### src/rtl/data_store_buffer.sv
// Posted-write buffer between the core data port and a multi-cycle memory bus.
// Stores queue in a small FIFO and retire in the background; loads take the port first.
module data_store_buffer #(
  parameter int unsigned DEPTH = 4
) (
  input  logic        clock,
  input  logic        reset,
  input  logic [31:0] core_address,
  input  logic [31:0] core_write_data,
  input  logic [3:0]  core_byte_enable,
  input  logic        core_read_enable,
  input  logic        core_write_enable,
  output logic [31:0] core_read_data,
  output logic        core_stall,
  output logic [31:0] mem_address,
  output logic [31:0] mem_write_data,
  output logic [3:0]  mem_byte_enable,
  output logic        mem_read_enable,
  output logic        mem_write_enable,
  input  logic [31:0] mem_read_data,
  input  logic        mem_ready,
  output logic        buffer_empty
);
  localparam int unsigned PW = $clog2(DEPTH);
  localparam int unsigned CW = PW + 1;

  logic [29:0]   r_addr [DEPTH];
  logic [31:0]   r_data [DEPTH];
  logic [3:0]    r_be   [DEPTH];
  logic [PW-1:0] r_head;
  logic [PW-1:0] r_tail;
  logic [CW-1:0] r_count;

  logic w_full;
  logic w_load;
  logic w_hazard;
  logic w_load_go;
  logic w_retire;
  logic w_push;
  logic w_pop;

  // A simultaneous read and write request is handled as a load.
  assign w_full    = (r_count == CW'(DEPTH));
  assign w_load    = core_read_enable;
  assign w_load_go = w_load && !w_hazard;
  assign w_retire  = !w_load_go && (r_count != '0);
  assign w_pop     = w_retire && mem_ready;
  assign w_push    = core_write_enable && !core_read_enable && !w_full;

  // Word-address match against every live entry, byte enables ignored.
  always_comb begin
    w_hazard = 1'b0;
    for (int unsigned i = 0; i < DEPTH; i++) begin
      if ((CW'(PW'(PW'(i) - r_head)) < r_count) && (r_addr[i] == core_address[31:2]))
        w_hazard = 1'b1;
    end
  end

  always_comb begin
    mem_read_enable  = 1'b0;
    mem_write_enable = 1'b0;
    mem_address      = '0;
    mem_write_data   = '0;
    mem_byte_enable  = '0;
    core_read_data   = '0;
    if (w_load_go) begin
      mem_read_enable = 1'b1;
      mem_address     = core_address;
      mem_byte_enable = core_byte_enable;
      core_read_data  = mem_read_data;
    end else if (w_retire) begin
      mem_write_enable = 1'b1;
      mem_address      = {r_addr[r_head], 2'b00};
      mem_write_data   = r_data[r_head];
      mem_byte_enable  = r_be[r_head];
    end
    core_stall   = w_load ? (w_hazard || !mem_ready) : (core_write_enable && w_full);
    buffer_empty = (r_count == '0);
  end

  always_ff @(posedge clock or posedge reset) begin
    if (reset) begin
      r_head  <= '0;
      r_tail  <= '0;
      r_count <= '0;
    end else begin
      if (w_push) r_tail <= r_tail + PW'(1);
      if (w_pop)  r_head <= r_head + PW'(1);
      case ({w_push, w_pop})
        2'b10:   r_count <= r_count + CW'(1);
        2'b01:   r_count <= r_count - CW'(1);
        default: r_count <= r_count;
      endcase
    end
  end

  // Entry payload needs no reset; validity comes from the pointers and count.
  always_ff @(posedge clock) begin
    if (w_push) begin
      r_addr[r_tail] <= core_address[31:2];
      r_data[r_tail] <= core_write_data;
      r_be[r_tail]   <= core_byte_enable;
    end
  end

endmodule

### config.mk
export PLATFORM = sky130hd
export DESIGN_NAME = data_store_buffer
export DESIGN_NICKNAME = d
export VERILOG_FILES = /design/src/rtl/data_store_buffer.sv
export SDC_FILE = /design/constraint.sdc
export NUM_CORES = 1
export LEC_CHECK = 0
export ABC_CLOCK_PERIOD_IN_PS = 7700
export CORE_MARGIN = 2
export CORE_UTILIZATION = 42
export DETAILED_ROUTE_END_ITERATION = 7
export GPL_TIMING_DRIVEN = 0
export PLACE_DENSITY = 0.65
export SKIP_LAST_GASP = 1
export SYNTH_ARGS = -nofsm -noshare
export SYNTH_HDL_FRONTEND = slang
export SYNTH_SLANG_ARGS = --single-unit
### constraint.sdc
create_clock -name clock -period 7.7 [get_ports clock]
set_clock_uncertainty 0.1 [all_clocks]
set_input_delay 1.54 -clock clock [delete_from_list [all_inputs] [get_ports clock]]
set_output_delay 1.54 -clock clock [all_outputs]
set_load 0.02 [all_outputs]
==> run_results.csv, run 1 <==
group,metric,value,unit
cts,clockBufferDepth,3,
routing,drtIter0Drc,642,
setup_path,cp_max_fo,10,
power_and_ir_drop,power_density,302,nW/um2
synth,synth_largest_area_cell,"edfxtp_1",
cts,cts_resized,0,
global_routing,antenna_found_initial,5,
sta,final_max_slew_viol_count,0,
cts,cts_tree,"done",
routing,dr.pass1.iters,5,
cts,clk_pin_slew_worst_paths,60,ps
global_routing,grt_pass1_vias,8058,
worst_hold_path,hp-class,"flop to flop",
cts,cts_made_buffers,29,
routing,routed_via_density,5.35,
routing,totalWireLength,33800,um
power_and_ir_drop,power,4890,uW
power_and_ir_drop,total_leakage_power,0.00533,uW
cts,clockRootBuffer,"clkbuf_16",
global_routing,grt_start_max_net_pins,55,
setup_path,cpPeakStageDelay,700,ps
routing,drc,0,
placement,io_buffers,208,
sta,tightest_slew,983,ps
synth,synthTopCellsByArea,"edfxtp_1 63%, mux4_2 12%, xnor2_1 7.9%",
setup_path,path_cells,"clkdlybuf4s50_1, clkbuf_1, xnor2_1, nand4_1, nor4_1, nand3_1, and4_1, buf_6, and2_4, buf_6, clkbuf_1, o21ai_0, clkdlybuf4s50_1",
flow_run,maxCapViolCount,0,
setup_path,cp_top_family,"buffers and inverters",
setup_path,cp_data_required_time,6060,ps
setup_path,cp_slowest_cell,"clkdlybuf4s50_1",
cts,cts_setup_buffers,0,
cts,cts.sinks,271,
sta,min_period_over_period,0.927,
routing,vias,7798,
setup_path,path_buf_inv,6,
power_and_ir_drop,seqPwrFrac,0.381,
global_routing,grt_first_pass_wirelength,49800,um
placement,place.gp.congestion,0.836,
sta,setup_tns,0,ps
die,die_area,31600,um2
die,start_util,0.427,
synth,yosys.cell_types.count,35,
synth,seq_area_frac_synth,0.639,
power_and_ir_drop,swShare,0.320,
setup_path,worst-r2r-setup-slack,3070,ps
routing,wl_per_cell,23.2,um
placement,dp_hpwl,23400,um
setup_path,cp-end-kind,"primary output",
global_routing,grt_usage,0.215,
power_and_ir_drop,power_switching,1570,uW
sta,rsz0062_at_grt,"no",
routing,final_antenna_net_count,0,
synth,postSynthCellCount,801,
power_and_ir_drop,pwr-share-clk,0.259,
global_routing,overflow,0,
sta,fin_crit,7140,ps
synth,yosysWarnings,0,
layout,drive_gt1_frac,0.146,
setup_path,worstSetupStartpointType,"input port",
outcome,status,"finished, final reports clean",
sta,hold_viol_final,0,
sta,hold_ws,512,ps
die,io_pins,209,
cts,cts_hold_buf,0,
power_and_ir_drop,ir_drop,0.205,mV
die,coreArea,29700,um2
die,die_x,178,um
synth,synth_top_area_share,0.625,
die,die_h,178,um
synth,synth_area,12700,um2
synth,syn_nets,916,
cts,htree_levels,1,
die,rows,63,
sta,max_freq,0.140,GHz
setup_path,worstSetupPathType,"input port to primary output",
layout,area_growth,28.0,%
power_and_ir_drop,p_comb_frac,0.360,
cts,clock_latency,560,ps
synth,avgSynthCellArea,15.8,um2
layout,nNetsFinal,1159,
power_and_ir_drop,p_int,3330,uW
sta,relSlewSlack,0.345,
synth,ys_seq_elements,271,
sta,finalSetupViolations,0,
setup_path,critPathArrivalTime,5500,ps
## path summary, 6_finish.rpt
kind,startpoint,endpoint,depth (start not counted)
max,core_address[12],mem_address[8],13
min,r_count[0],r_count[0],1
min in group asynchronous,reset,r_count[0],2
max reg2reg,r_head[0],r_count[2],17
max in group asynchronous,reset,r_head[0],2
min reg2reg,r_count[0],r_count[0],1
## synth_stat cells, drive strengths merged
cell type / count
edfxtp: 264
xnor2: 115
mux4: 66
clkbuf: 54
nand3: 43
nand2: 38
o21ai: 35
and3: 34
nor3b: 32
nand4: 26
buf: 22
xor2: 12
inv: 10
ha: 9
dfrtp: 7
a21oi: 5
and2: 5
nor3: 4
nor4: 4
a2111oi: 3
nor2: 3
a31oi: 2
nand2b: 2
a2111o: 1
and4: 1
clkinv: 1
fa: 1
mux2i: 1
nor2b: 1
## power groups by stage
stage / logic [uW] / registers [uW] / clock network [uW]
4_1_cts: 1790 / 1860 / 1280
3_3_place_gp: 1750 / 1910 / 0
6_report: 1760 / 1860 / 1270
5_1_grt: 1900 / 1880 / 1340
3_5_place_dp: 1790 / 1890 / 0
2_1_floorplan: 1120 / 1880 / 0
## flip-flops by register name, indices dropped and copies added, names as in the netlist
register  cells
r_data      128
r_be         16
r_addr      120
r_tail        2
r_count       3
r_head        2
## layout by cell type (no fill, tap or decap), types with 2 or more instances in the layout
cell               n
and2_4             5
mux4_2            66
edfxtp_1         264
nand4_1           26
a31oi_1            2
a2111oi_0          3
and3_1            34
ha_1               9
dfrtp_1            7
nand3_1           43
nand2b_1           2
o21ai_0           35
clkinv_1           9
nor3_1             4
a21oi_1            4
xnor2_1          115
buf_6              6
clkdlybuf4s50_1  208
nor3b_2           20
xor2_1            12
buf_16             4
clkbuf_1          60
inv_1              9
nand2_1           38
clkinv_2           9
nor4_1             4
buf_2             13
nor2_1             3
buf_1              3
nor3b_1           12
clkbuf_16         29
## metrics by stage
step	instance area [um2]	instances	setup slack, ps	util
2_1_floorplan	12700	801	2370	-
3_3_place_gp	15200	1399	636	0.513
3_5_place_dp	15400	1403	610	0.517
4_1_cts	16200	1457	539	0.546
5_1_grt	16200	1457	254	0.546
6_report	16200	1458	562	0.546
## final cells by class
class	instances	area (um2)
Antenna cell	1	2.50
Buffer	76	347
Clock buffer	35	748
Clock inverter	19	104
Fill cell	2424	13500
Inverter	11	41.3
Multi-Input combinational cell	443	4200
Sequential cell	271	8100
Tap cell	390	488
Timing Repair Buffer	212	2190
## metal layers
metal  vias to the layer above  track usage  share of wire
met2                       328        0.364           0.49
li1                       3551            -              -
met1                      3853        0.273           0.40
met4                         6       0.0605          0.027
met5                         -            0         0.0013
met3                        60       0.0572          0.088
## cell families after synthesis
| logic type | Yosys count | share of synthesized area |
|---|---|---|
| xor+xnor | 127 | 0.0877 |
| simple gates | 193 | 0.0940 |
| mux | 67 | 0.118 |
| fa+ha+maj | 10 | 0.0105 |
| buf+inv | 87 | 0.0306 |
| compound gates | 46 | 0.0200 |
| flops | 271 | 0.639 |
No activity file was read; power rests on OpenSTA's default activity.
==> inputs of run 2 (changes only) <==
--- a/config.mk
+++ b/config.mk
@@ -11,7 +11,7 @@
 export DETAILED_ROUTE_END_ITERATION = 7
 export GPL_TIMING_DRIVEN = 0
 export PLACE_DENSITY = 0.65
-export SKIP_LAST_GASP = 1
+export SLEW_MARGIN = 20
 export SYNTH_ARGS = -nofsm -noshare
 export SYNTH_HDL_FRONTEND = slang
 export SYNTH_SLANG_ARGS = --single-unit
==> run 2 against run 1 <==
Routed wire length rose by 0.76%. Sequential power about the same. Hold slack worse by 9.2 ps. Maximum frequency grew 0.28%. Sequential share of layout area decreased by 0.13 points. First-iteration DRC count shrank 3.4%. Largest cell class unchanged.
==> run_results.csv, run 2 (synthesis results as in run 1) <==
group,metric,value,unit
placement,place.gp.congestion,0.836,
cts,cts_tree,"done",
worst_hold_path,hp-class,"flop to flop",
layout,regArea,8100,um2
global_routing,grt_usage,0.215,
layout,nNetsFinal,1160,
routing,totalWireLength,34000,um
layout,layout_commonest_cell,"edfxtp_1",
cts,clk_pin_slew_worst_paths,60,ps
global_routing,grt_start_max_net_pins,44,
routing,vias,7926,
layout,area_growth,28.3,%
cts,cts_resized,0,
routing,routed_via_density,5.44,
power_and_ir_drop,power_density,305,nW/um2
routing,dr.pass1.iters,5,
sta,rsz0062_at_grt,"no",
die,die_x,178,um
power_and_ir_drop,total_leakage_power,0.00534,uW
placement,place_area,15400,um2
cts,htree_levels,1,
routing,drc,0,
die,die_area,31600,um2
sta,min_period_over_period,0.924,
cts,cts_setup_buffers,0,
flow_run,maxCapViolCount,0,
outcome,status,"finished, final reports clean",
placement,io_buffers,208,
setup_path,cpPeakStageDelay,690,ps
cts,clock_latency,560,ps
layout,final_util,0.547,
cts,clockBufferDepth,3,
layout,most-common-layout-cells,"264 x edfxtp_1, 208 x clkdlybuf4s50_1, 115 x xnor2_1",
cts,clockRootBuffer,"clkbuf_16",
setup_path,cp_data_required_time,6060,ps
setup_path,worstSetupStartpointType,"input port",
setup_path,cp-end-kind,"primary output",
global_routing,grt_pass1_vias,8139,
sta,max_freq,0.140,GHz
die,die_h,178,um
cts,cts_hold_buf,0,
sta,hold_viol_final,0,
placement,dp_hpwl,23600,um
global_routing,overflow,0,
sta,final_max_slew_viol_count,0,
die,coreArea,29700,um2
die,start_util,0.427,
die,io_pins,209,
layout,finalInstanceArea,16300,um2
cts,cts.sinks,271,
setup_path,cp_slowest_cell,"clkdlybuf4s50_1",
layout,multi_input_area,4200,um2
layout,drive_gt1_frac,0.144,
power_and_ir_drop,ir_drop,0.188,mV
die,rows,63,
global_routing,antenna_found_initial,3,
setup_path,worstSetupPathType,"input port to primary output",
setup_path,path_cells,"clkdlybuf4s50_1, clkbuf_1, xnor2_1, nand4_1, nor4_1, nand3_1, and4_1, buf_6, and2_4, buf_6, clkbuf_1, o21ai_0, clkdlybuf4s50_1",
cts,cts_made_buffers,30,
layout,largest-register,"r_data",
routing,drtIter0Drc,620,
layout,num-fill-cells,2443,
sta,tightest_slew,973,ps
sta,setup_tns,0,ps
sta,hold_ws,502,ps
sta,relSlewSlack,0.351,
setup_path,critPathArrivalTime,5480,ps
sta,finalSetupViolations,0,
layout,largest_reg_flops,128,
sta,fin_crit,7120,ps
global_routing,grt_first_pass_wirelength,50000,um
routing,final_antenna_net_count,0,
routing,wl_per_cell,23.4,um
layout,top_regs,"r_data (128), r_addr (120), r_be (16)",
setup_path,cp_max_fo,10,
## run 2: cell count changes in the layout (fill, tap and decap cells not counted)
cell       previous run  this run
clkbuf_1             60        66
clkinv_1              9         4
clkinv_2              9         4
bufinv_16             0         2
buf_12                0         1
buf_16                4         3
clkbuf_16            29        30
clkinv_8              0         1
inv_16                1         0
inv_6                 1         0
## run 2: layer usage
layer	share of wire	vias to the layer above	routed length [um]	global-route usage
met4	0.022	2	762	0.0529
li1	-	3554	-	-
met2	0.49	361	16700	0.366
met3	0.095	52	3250	0.0583
met5	0.00038	-	13	0
met1	0.39	3957	13300	0.274
## run 2: critical path, delay by kind of cell
kind                      cells  cell delay, ps
AOI/OAI and AO/OA             1             450
and+or+nand+nor               5            1100
xor gates and xnor gates      1             180
buffers and inverters         6            2170
## run 2: layout make-up
class,count,share of cell area
sequential,271,0.498
multi-input combinational,443,0.258
timing repair buffer,212,0.134
clock buffer,42,0.0489
tap,390,0.0300
buffer,76,0.0213
clock inverter,10,0.00662
inverter,11,0.00254
antenna,1,0.000154
## run 2: metrics by stage
| stage | total power, uW | worst slack [ps] | std cells |
|---|---|---|---|
| after floorplan | 3000 | 2370 | 801 |
| after global placement | 3660 | 636 | 1399 |
| after detailed placement | 3680 | 602 | 1403 |
| after CTS | 5010 | 517 | 1455 |
| after global routing | 5180 | 210 | 1455 |
| final | 4960 | 582 | 1456 |
## run 2: path summary, 6_finish.rpt
path / start / end / slack [ps] / depth (start not counted)
max: core_address[12] / mem_address[10] / 580 / 13
min: r_count[0] / r_count[0] / 500 / 1
max reg2reg: r_head[0] / r_count[2] / 3070 / 17
min reg2reg: r_count[0] / r_count[0] / 500 / 1
max in group asynchronous: reset / r_count[2] / 6160 / 2
min in group asynchronous: reset / r_head[0] / 1120 / 2
## run 2: where the power goes
group	internal (uW)	switching [uW]	leakage [uW]
Sequential	1800	65.9	0.00248
Combinational	836	930	0.00243
Clock	780	555	0.000439
==> inputs of run 3 (changes only) <==
--- a/config.mk
+++ b/config.mk
@@ -11,6 +11,7 @@
 export DETAILED_ROUTE_END_ITERATION = 7
 export GPL_TIMING_DRIVEN = 0
 export PLACE_DENSITY = 0.65
+export SETUP_SLACK_MARGIN = 0.1
 export SLEW_MARGIN = 20
 export SYNTH_ARGS = -nofsm -noshare
 export SYNTH_HDL_FRONTEND = slang
==> results of run 3 <==
Final layout, timing and power as in run 2 (identical DEF).
